### src/rtl/muldiv_if.sv
// Request/response bundle between the EX stage and the multi-cycle M-extension unit.
interface muldiv_if #(parameter int XLEN = 32);
    logic            in_valid;
    logic            in_ready;
    logic [2:0]      op;
    logic [XLEN-1:0] rs1;
    logic [XLEN-1:0] rs2;
    logic            flush;
    logic            out_valid;
    logic            out_ready;
    logic [XLEN-1:0] result;

    modport master (
        output in_valid, op, rs1, rs2, flush, out_ready,
        input  in_ready, out_valid, result
    );

    modport slave (
        input  in_valid, op, rs1, rs2, flush, out_ready,
        output in_ready, out_valid, result
    );
endinterface

### src/rtl/muldiv_unit.sv
// Multi-cycle RV32M/RV64M multiply/divide unit, one op in flight, valid/ready on both sides.
// Optional divide result cache enabled by defining MULDIV_RESULT_CACHE_EN.
module muldiv_unit #(
    parameter int XLEN       = 32,
    parameter int MUL_CYCLES = 2
) (
    input logic     clk,
    input logic     rst_n,
    muldiv_if.slave bus
);
    localparam int CW       = $clog2(XLEN);
    localparam int MUL_LAST = (MUL_CYCLES > 1) ? MUL_CYCLES - 2 : 0;

    typedef enum logic [1:0] {S_IDLE, S_MUL, S_DIV, S_DONE} state_t;

    state_t          state, state_n;
    logic [2:0]      op_q;
    logic [XLEN-1:0] a_q, b_q, quo_q, rem_q, dvs_q, result_q;
    logic            neg_q_q, neg_r_q;
    logic [CW-1:0]   cnt;

    function automatic logic [XLEN-1:0] mul_res(input logic [2:0] f, input logic [XLEN-1:0] a,
                                                input logic [XLEN-1:0] b);
        logic [2*XLEN-1:0] ax, bx, p;
        logic              as, bs;
        // MULH: both signed; MULHSU: only rs1 signed; MUL low half is signedness-agnostic
        as = ((f[1:0] == 2'b01) || (f[1:0] == 2'b10)) && a[XLEN-1];
        bs = (f[1:0] == 2'b01) && b[XLEN-1];
        ax = {{XLEN{as}}, a};
        bx = {{XLEN{bs}}, b};
        p  = ax * bx;
        return (f[1:0] == 2'b00) ? p[XLEN-1:0] : p[2*XLEN-1:XLEN];
    endfunction

    logic ready, accept, is_div, div_sgn, a_neg, b_neg, div0, ovf, special, fast_done;
    logic hit, mul_last, div_last;
    logic [XLEN-1:0] a_mag, b_mag, spec_q, spec_r, spec_val, hit_val, fast_val, mul_out;

    assign ready   = rst_n && (state == S_IDLE);
    assign accept  = bus.in_valid && ready && !bus.flush;
    assign is_div  = bus.op[2];
    assign div_sgn = !bus.op[0];
    assign a_neg   = div_sgn && bus.rs1[XLEN-1];
    assign b_neg   = div_sgn && bus.rs2[XLEN-1];
    assign a_mag   = a_neg ? -bus.rs1 : bus.rs1;
    assign b_mag   = b_neg ? -bus.rs2 : bus.rs2;
    assign div0    = (bus.rs2 == '0);
    assign ovf     = div_sgn && (bus.rs1 == {1'b1, {(XLEN-1){1'b0}}}) && (&bus.rs2);
    assign special = div0 || ovf;
    assign spec_q  = div0 ? '1 : bus.rs1;
    assign spec_r  = div0 ? bus.rs1 : '0;
    assign spec_val = bus.op[1] ? spec_r : spec_q;

    // With a single-cycle multiply the product is taken straight from the request
    if (MUL_CYCLES == 1) begin : g_mul_comb
        assign mul_out = mul_res(bus.op, bus.rs1, bus.rs2);
    end else begin : g_mul_seq
        assign mul_out = mul_res(op_q, a_q, b_q);
    end

    assign fast_done = is_div ? (special || hit) : (MUL_CYCLES == 1);
    assign fast_val  = is_div ? (special ? spec_val : hit_val) : mul_out;
    assign mul_last  = (cnt == CW'(MUL_LAST));
    assign div_last  = (cnt == CW'(XLEN - 1));

    // Restoring step; the last step's output is sign-fixed on the same edge
    logic [XLEN:0]   shifted;
    logic            qbit;
    logic [XLEN-1:0] rem_n, quo_n, q_fix, r_fix, div_res;
    assign shifted = {rem_q, quo_q[XLEN-1]};
    assign qbit    = (shifted >= {1'b0, dvs_q});
    assign rem_n   = qbit ? XLEN'(shifted - {1'b0, dvs_q}) : shifted[XLEN-1:0];
    assign quo_n   = {quo_q[XLEN-2:0], qbit};
    assign q_fix   = neg_q_q ? -quo_n : quo_n;
    assign r_fix   = neg_r_q ? -rem_n : rem_n;
    assign div_res = op_q[1] ? r_fix : q_fix;

`ifdef MULDIV_RESULT_CACHE_EN
    logic            c_vld, c_sgn, c_rem;
    logic [XLEN-1:0] c_a, c_b, c_q, c_r;

    assign hit     = c_vld && (bus.rs1 == c_a) && (bus.rs2 == c_b) &&
                     (c_sgn == div_sgn) && (c_rem != bus.op[1]);
    assign hit_val = bus.op[1] ? c_r : c_q;

    always_ff @(posedge clk or negedge rst_n) begin
        if (!rst_n) begin
            c_vld <= 1'b0; c_sgn <= 1'b0; c_rem <= 1'b0;
            c_a <= '0; c_b <= '0; c_q <= '0; c_r <= '0;
        end else if (bus.flush || (accept && !is_div)) begin
            c_vld <= 1'b0;
        end else if (accept && special) begin
            c_vld <= 1'b1; c_sgn <= div_sgn; c_rem <= bus.op[1];
            c_a <= bus.rs1; c_b <= bus.rs2; c_q <= spec_q; c_r <= spec_r;
        end else if (accept && hit) begin
            c_rem <= bus.op[1];
        end else if (state == S_DIV && div_last) begin
            c_vld <= 1'b1; c_sgn <= !op_q[0]; c_rem <= op_q[1];
            c_a <= a_q; c_b <= b_q; c_q <= q_fix; c_r <= r_fix;
        end
    end
`else
    assign hit     = 1'b0;
    assign hit_val = '0;
`endif

    always_ff @(posedge clk or negedge rst_n) begin
        if (!rst_n) state <= S_IDLE;
        else        state <= state_n;
    end

    always_comb begin
        state_n = state;
        case (state)
            S_IDLE:  if (accept) state_n = fast_done ? S_DONE : (is_div ? S_DIV : S_MUL);
            S_MUL:   if (mul_last) state_n = S_DONE;
            S_DIV:   if (div_last) state_n = S_DONE;
            S_DONE:  if (bus.out_ready) state_n = S_IDLE;
            default: state_n = S_IDLE;
        endcase
        if (bus.flush) state_n = S_IDLE;
    end

    always_ff @(posedge clk or negedge rst_n) begin
        if (!rst_n) begin
            op_q <= '0; a_q <= '0; b_q <= '0; cnt <= '0;
            quo_q <= '0; rem_q <= '0; dvs_q <= '0;
            neg_q_q <= 1'b0; neg_r_q <= 1'b0; result_q <= '0;
        end else if (accept) begin
            op_q    <= bus.op;
            a_q     <= bus.rs1;
            b_q     <= bus.rs2;
            cnt     <= '0;
            quo_q   <= a_mag;
            rem_q   <= '0;
            dvs_q   <= b_mag;
            neg_q_q <= a_neg ^ b_neg;
            neg_r_q <= a_neg;
            if (fast_done) result_q <= fast_val;
        end else if (state == S_MUL) begin
            cnt <= cnt + 1'b1;
            if (mul_last) result_q <= mul_out;
        end else if (state == S_DIV) begin
            cnt   <= cnt + 1'b1;
            quo_q <= quo_n;
            rem_q <= rem_n;
            if (div_last) result_q <= div_res;
        end
    end

    assign bus.in_ready  = ready;
    assign bus.out_valid = (state == S_DONE);
    assign bus.result    = result_q;
endmodule
### src/flat_wrapper.sv
// flat-port wrapper written by rule: the top's interface ports become plain ports
module muldiv_unit_flat 
#(
    parameter int XLEN       = 32,
    parameter int MUL_CYCLES = 2
)
  (clk, rst_n, bus_in_valid, bus_op, bus_rs1, bus_rs2, bus_flush, bus_out_ready, bus_in_ready, bus_out_valid, bus_result);
  muldiv_if #(.XLEN(XLEN)) bus_i ();
  input logic clk;
  input logic rst_n;
  input wire logic [$bits(bus_i.in_valid)-1:0] bus_in_valid;
  input wire logic [$bits(bus_i.op)-1:0] bus_op;
  input wire logic [$bits(bus_i.rs1)-1:0] bus_rs1;
  input wire logic [$bits(bus_i.rs2)-1:0] bus_rs2;
  input wire logic [$bits(bus_i.flush)-1:0] bus_flush;
  input wire logic [$bits(bus_i.out_ready)-1:0] bus_out_ready;
  output wire logic [$bits(bus_i.in_ready)-1:0] bus_in_ready;
  output wire logic [$bits(bus_i.out_valid)-1:0] bus_out_valid;
  output wire logic [$bits(bus_i.result)-1:0] bus_result;
  assign bus_i.in_valid = bus_in_valid;
  assign bus_i.op = bus_op;
  assign bus_i.rs1 = bus_rs1;
  assign bus_i.rs2 = bus_rs2;
  assign bus_i.flush = bus_flush;
  assign bus_i.out_ready = bus_out_ready;
  assign bus_in_ready = bus_i.in_ready;
  assign bus_out_valid = bus_i.out_valid;
  assign bus_result = bus_i.result;
  muldiv_unit #(.XLEN(XLEN), .MUL_CYCLES(MUL_CYCLES)) u_core (.clk(clk), .rst_n(rst_n), .bus(bus_i));
endmodule
### config.mk
export PLATFORM = sky130hd
export DESIGN_NAME = muldiv_unit_flat
export DESIGN_NICKNAME = d
export VERILOG_FILES = /design/src/rtl/muldiv_if.sv /design/src/rtl/muldiv_unit.sv /design/src/flat_wrapper.sv
export SDC_FILE = /design/constraint.sdc
export NUM_CORES = 2
export LEC_CHECK = 0
export CAP_MARGIN = 20
export CORE_MARGIN = 2
export CORE_UTILIZATION = 45
export DETAILED_ROUTE_END_ITERATION = 8
export PLACE_DENSITY_LB_ADDON = 0.12
export SETUP_SLACK_MARGIN = 0.1
export SLEW_MARGIN = 20
export SYNTH_ARGS = -nofsm -noshare
export SYNTH_HDL_FRONTEND = slang
export SYNTH_SLANG_ARGS = --single-unit
export TNS_END_PERCENT = 5
### constraint.sdc
create_clock -name clk -period 20.1 [get_ports clk]
set_input_delay 2.01 -clock clk [delete_from_list [all_inputs] [get_ports clk]]
set_output_delay 2.01 -clock clk [all_outputs]
set_load 0.005 [all_outputs]
==> results.cfg <==
[outcome]
status = completed

[floorplan]
die_h_um = 347
die_area_mm2 = 0.120
rows = 125
start_util_pct = 45.4
pin_count = 106
die_x_um = 347
core_area_mm2 = 0.116

[logic_synthesis]
ys_top_cells_by_area = fa_1 (43%), dfrtp_1 (9.6%), inv_1 (9.0%)
yosysMostFrequentCell = inv_1
syn_avg_cell_area_um2 = 8.55
synth_edf_count = 0
syn_nets = 7631
syn_area_mm2 = 0.0528
synth-compound-area-share_pct = 9.15
synth_top_family_by_area = adder cells
synth.largest_area_cell = fa_1
synth_fa_ha_area_share_pct = 48.9
ys.flop_type = dfrtp_1
async_flop_share_pct = 100
yosysUniqueCellTypes = 94
yosys.area.top_type_share_pct = 42.7
ys_seq_area_share_pct = 9.57
ys_ff_latch = 202
synth_mux_area_share_pct = 0.794
yosys.area_share.simple_pct = 16.7
netlist_top_cells_count = inv_1 (1263), nand2_1 (1195), fa_1 (1126)
yosysWarnings = 0
netlist_instances = 6173
synth_xor_xnor_area_share_pct = 3.30

[placement]
dpl.hpwl_um = 132000
gp_congestion = 0.958
pre_cts_slack_ns = 9.19
portBuffers = 105

[worst_setup_path]
max_stage_delay_ns = 1.01
crit_type = reg2reg
worst-path-buf-inv = 10
timing.rr.start = u_core.op_q[1]$_DFFE_PN0P_
crit_top_cell = inv_1
required_ns = 20.55
r2r_setup_slack_ns = 9.13
slowest_stage = dfrtp_1
r2r-end = u_core.bus.result[28]$_DFFE_PN0P_
worst_setup_path_end_kind = flip-flop
cp.arrival_ns = 11.42
path_max_fanout = 34
reg2reg_depth = 33
start_kind = flip-flop
crit_start = u_core.op_q[1]$_DFFE_PN0P_
critPathTopFamily = adder cells

[min_path]
worst_hold_path.endpoint = u_core.a_q[4]$_DFFE_PN0P_
worstHoldStart = u_core.a_q[4]$_DFFE_PN0P_
hold_depth = 2
hold_path.class = reg2reg

[finish]
syn_to_final_growth_pct = 6.11
drive_gt1_share_pct = 3.19
nNetsFinal = 7512
n_fill_cell = 11400

[clock_tree]
cts.clk_slew.worst_paths_ns = 0.07
cts_resized = 0
insertion_delay_ns = 0.56
cts_buffers = 26
cts_buffer_depth = 3
tritoncts = done
cts_hold_buf = 0
cts-root-buf = clkbuf_16
cts_setup_buffers = 0
clkSinkCount = 202
h-tree-depth = 1

[sta]
slew_headroom_pct = 28.9
fin_skew_ns = 0.0138
min_period_ns = 10.97
slew_viol_final = 0
fin_ws_ns = 9.13
rsz0062_at_grt = false
setup_viol = 0
fmax_ghz = 0.0912
finalHoldViolCount = 0
fin_setup_tns_ns = 0
fin_crit_sh_pct = 54.6
worst_pin_slew_ns = 1.07

[routing]
drc = 0
first_pass_iters = 7
drt_iter0_drc = 3027
via_per_inst = 5.46
ant_nets = 0
dr_total_vias = 41500
finalWirelength_um = 165000
wl_per_cell_um = 21.7

[grt]
groute.usage.overall_pct = 28.3
grt_pass1_vias = 43900
grt_pass1_wl_um = 263000
overflow = 0
grt_max_degree = 93
antenna_found_initial = 10

[run]
drv_cap = 0
-- logic make-up after synthesis --
logic type | count (synthesis)
AND/OR/NAND/NOR | 1971
multiplexers | 41
buffers and inverters | 1611
AO/OA/AOI/OAI | 763
adder cells (fa/ha/maj) | 1386
flip-flops | 202
XOR/XNOR | 199
-- cell type report --
type	count	area, um2	share of cell area, %
Tap cell	1524	1910	3.40
Inverter	1264	4740	8.47
Clock inverter	15	171	0.306
Multi-Input combinational cell	4360	41600	74.3
Sequential cell	202	5060	9.02
Antenna cell	2	5.00	0.00893
Timing Repair Buffer	200	1770	3.16
Clock buffer	32	734	1.31
-- flip-flops by register name, summed over array words and instances (netlist names) --
name and count:
u_core.a_q 32, u_core.b_q 31, u_core.bus.result 32, u_core.cnt 5
u_core.dvs_q 32, u_core.neg_q_q 1, u_core.neg_r_q 1, u_core.op_q 2
u_core.quo_q 32, u_core.rem_q 32, u_core.state 2
-- worst register-to-register path: cells and delay by family (launching register included) --
| kind | cells | cell delay, ns |
|---|---|---|
| AO/OA/AOI/OAI | 6 | 1.23 |
| XOR/XNOR | 1 | 0.17 |
| adder cells (fa/ha/maj) | 10 | 5.39 |
| buffers and inverters | 10 | 1.98 |
| flip-flops | 1 | 1.01 |
| AND/OR/NAND/NOR | 6 | 1.07 |
-- through the flow --
stage / cell area (um2) / hold WS (ns) / std cells / utilization [%]
after CTS: 56000 / 0.481 / 7597 / 48.2
after floorplan: 52800 / 0.450 / 6173 / -
after detailed placement: 55100 / 0.466 / 7550 / 47.4
after global routing: 56000 / 0.503 / 7599 / 48.2
after global placement: 55100 / 0.458 / 7548 / 47.4
final: 56000 / 0.475 / 7599 / 48.2
-- cell usage in the layout, fill, tap and decap left out, types with 7 or more instances in the layout --
master,netlist,routed
a22o_1,10,10
nor2b_1,16,16
a211o_1,10,10
a21boi_0,7,7
o211ai_1,28,28
o221ai_1,11,11
or3_1,26,26
and3_1,29,29
and2_1,285,285
a221oi_1,9,9
or2_2,12,12
nand2_1,1195,1195
nor2_1,208,207
o31ai_1,43,42
o21a_1,16,16
a21o_1,59,59
a31oi_1,28,28
fa_1,1126,1125
nor4_1,15,15
a211oi_1,26,26
mux2_2,7,7
or4_1,11,11
ha_1,260,259
clkbuf_16,0,27
mux2i_1,34,34
o41ai_1,15,15
a21oi_1,180,180
nand4_1,29,29
o22ai_1,9,9
nand3_1,45,45
o21bai_1,12,12
o21ai_0,242,242
nor3_1,40,38
buf_4,2,95
inv_1,1263,1263
clkdlybuf4s50_1,0,104
xor2_1,92,92
xnor2_1,107,107
nand2b_1,24,24
dfrtp_1,202,201
-- routing by layer --
layer	track usage [%]	up-vias	part of all wire [%]	wire length, um
li1	-	18500	-	-
met2	46.0	1207	47	77100
met4	7.87	0	3.2	5250
met5	0	-	0	0
met1	39.6	21500	44	72100
met3	4.06	247	6.3	10400
-- worst max path at each step --
stage                                             end  slack (ns)  depth (start not counted)
floorplan           u_core.bus.result[28]$_DFFE_PN0P_       10.99                         36
global placement    u_core.bus.result[28]$_DFFE_PN0P_        9.42                         33
detailed placement  u_core.bus.result[28]$_DFFE_PN0P_        9.19                         33
CTS                 u_core.bus.result[28]$_DFFE_PN0P_        9.17                         33
global route        u_core.bus.result[28]$_DFFE_PN0P_        8.44                         33
finish              u_core.bus.result[28]$_DFFE_PN0P_        9.13                         33
Power is not shown: default switching activity piles up to over one toggle a cycle in this logic, so the estimate is an artifact.
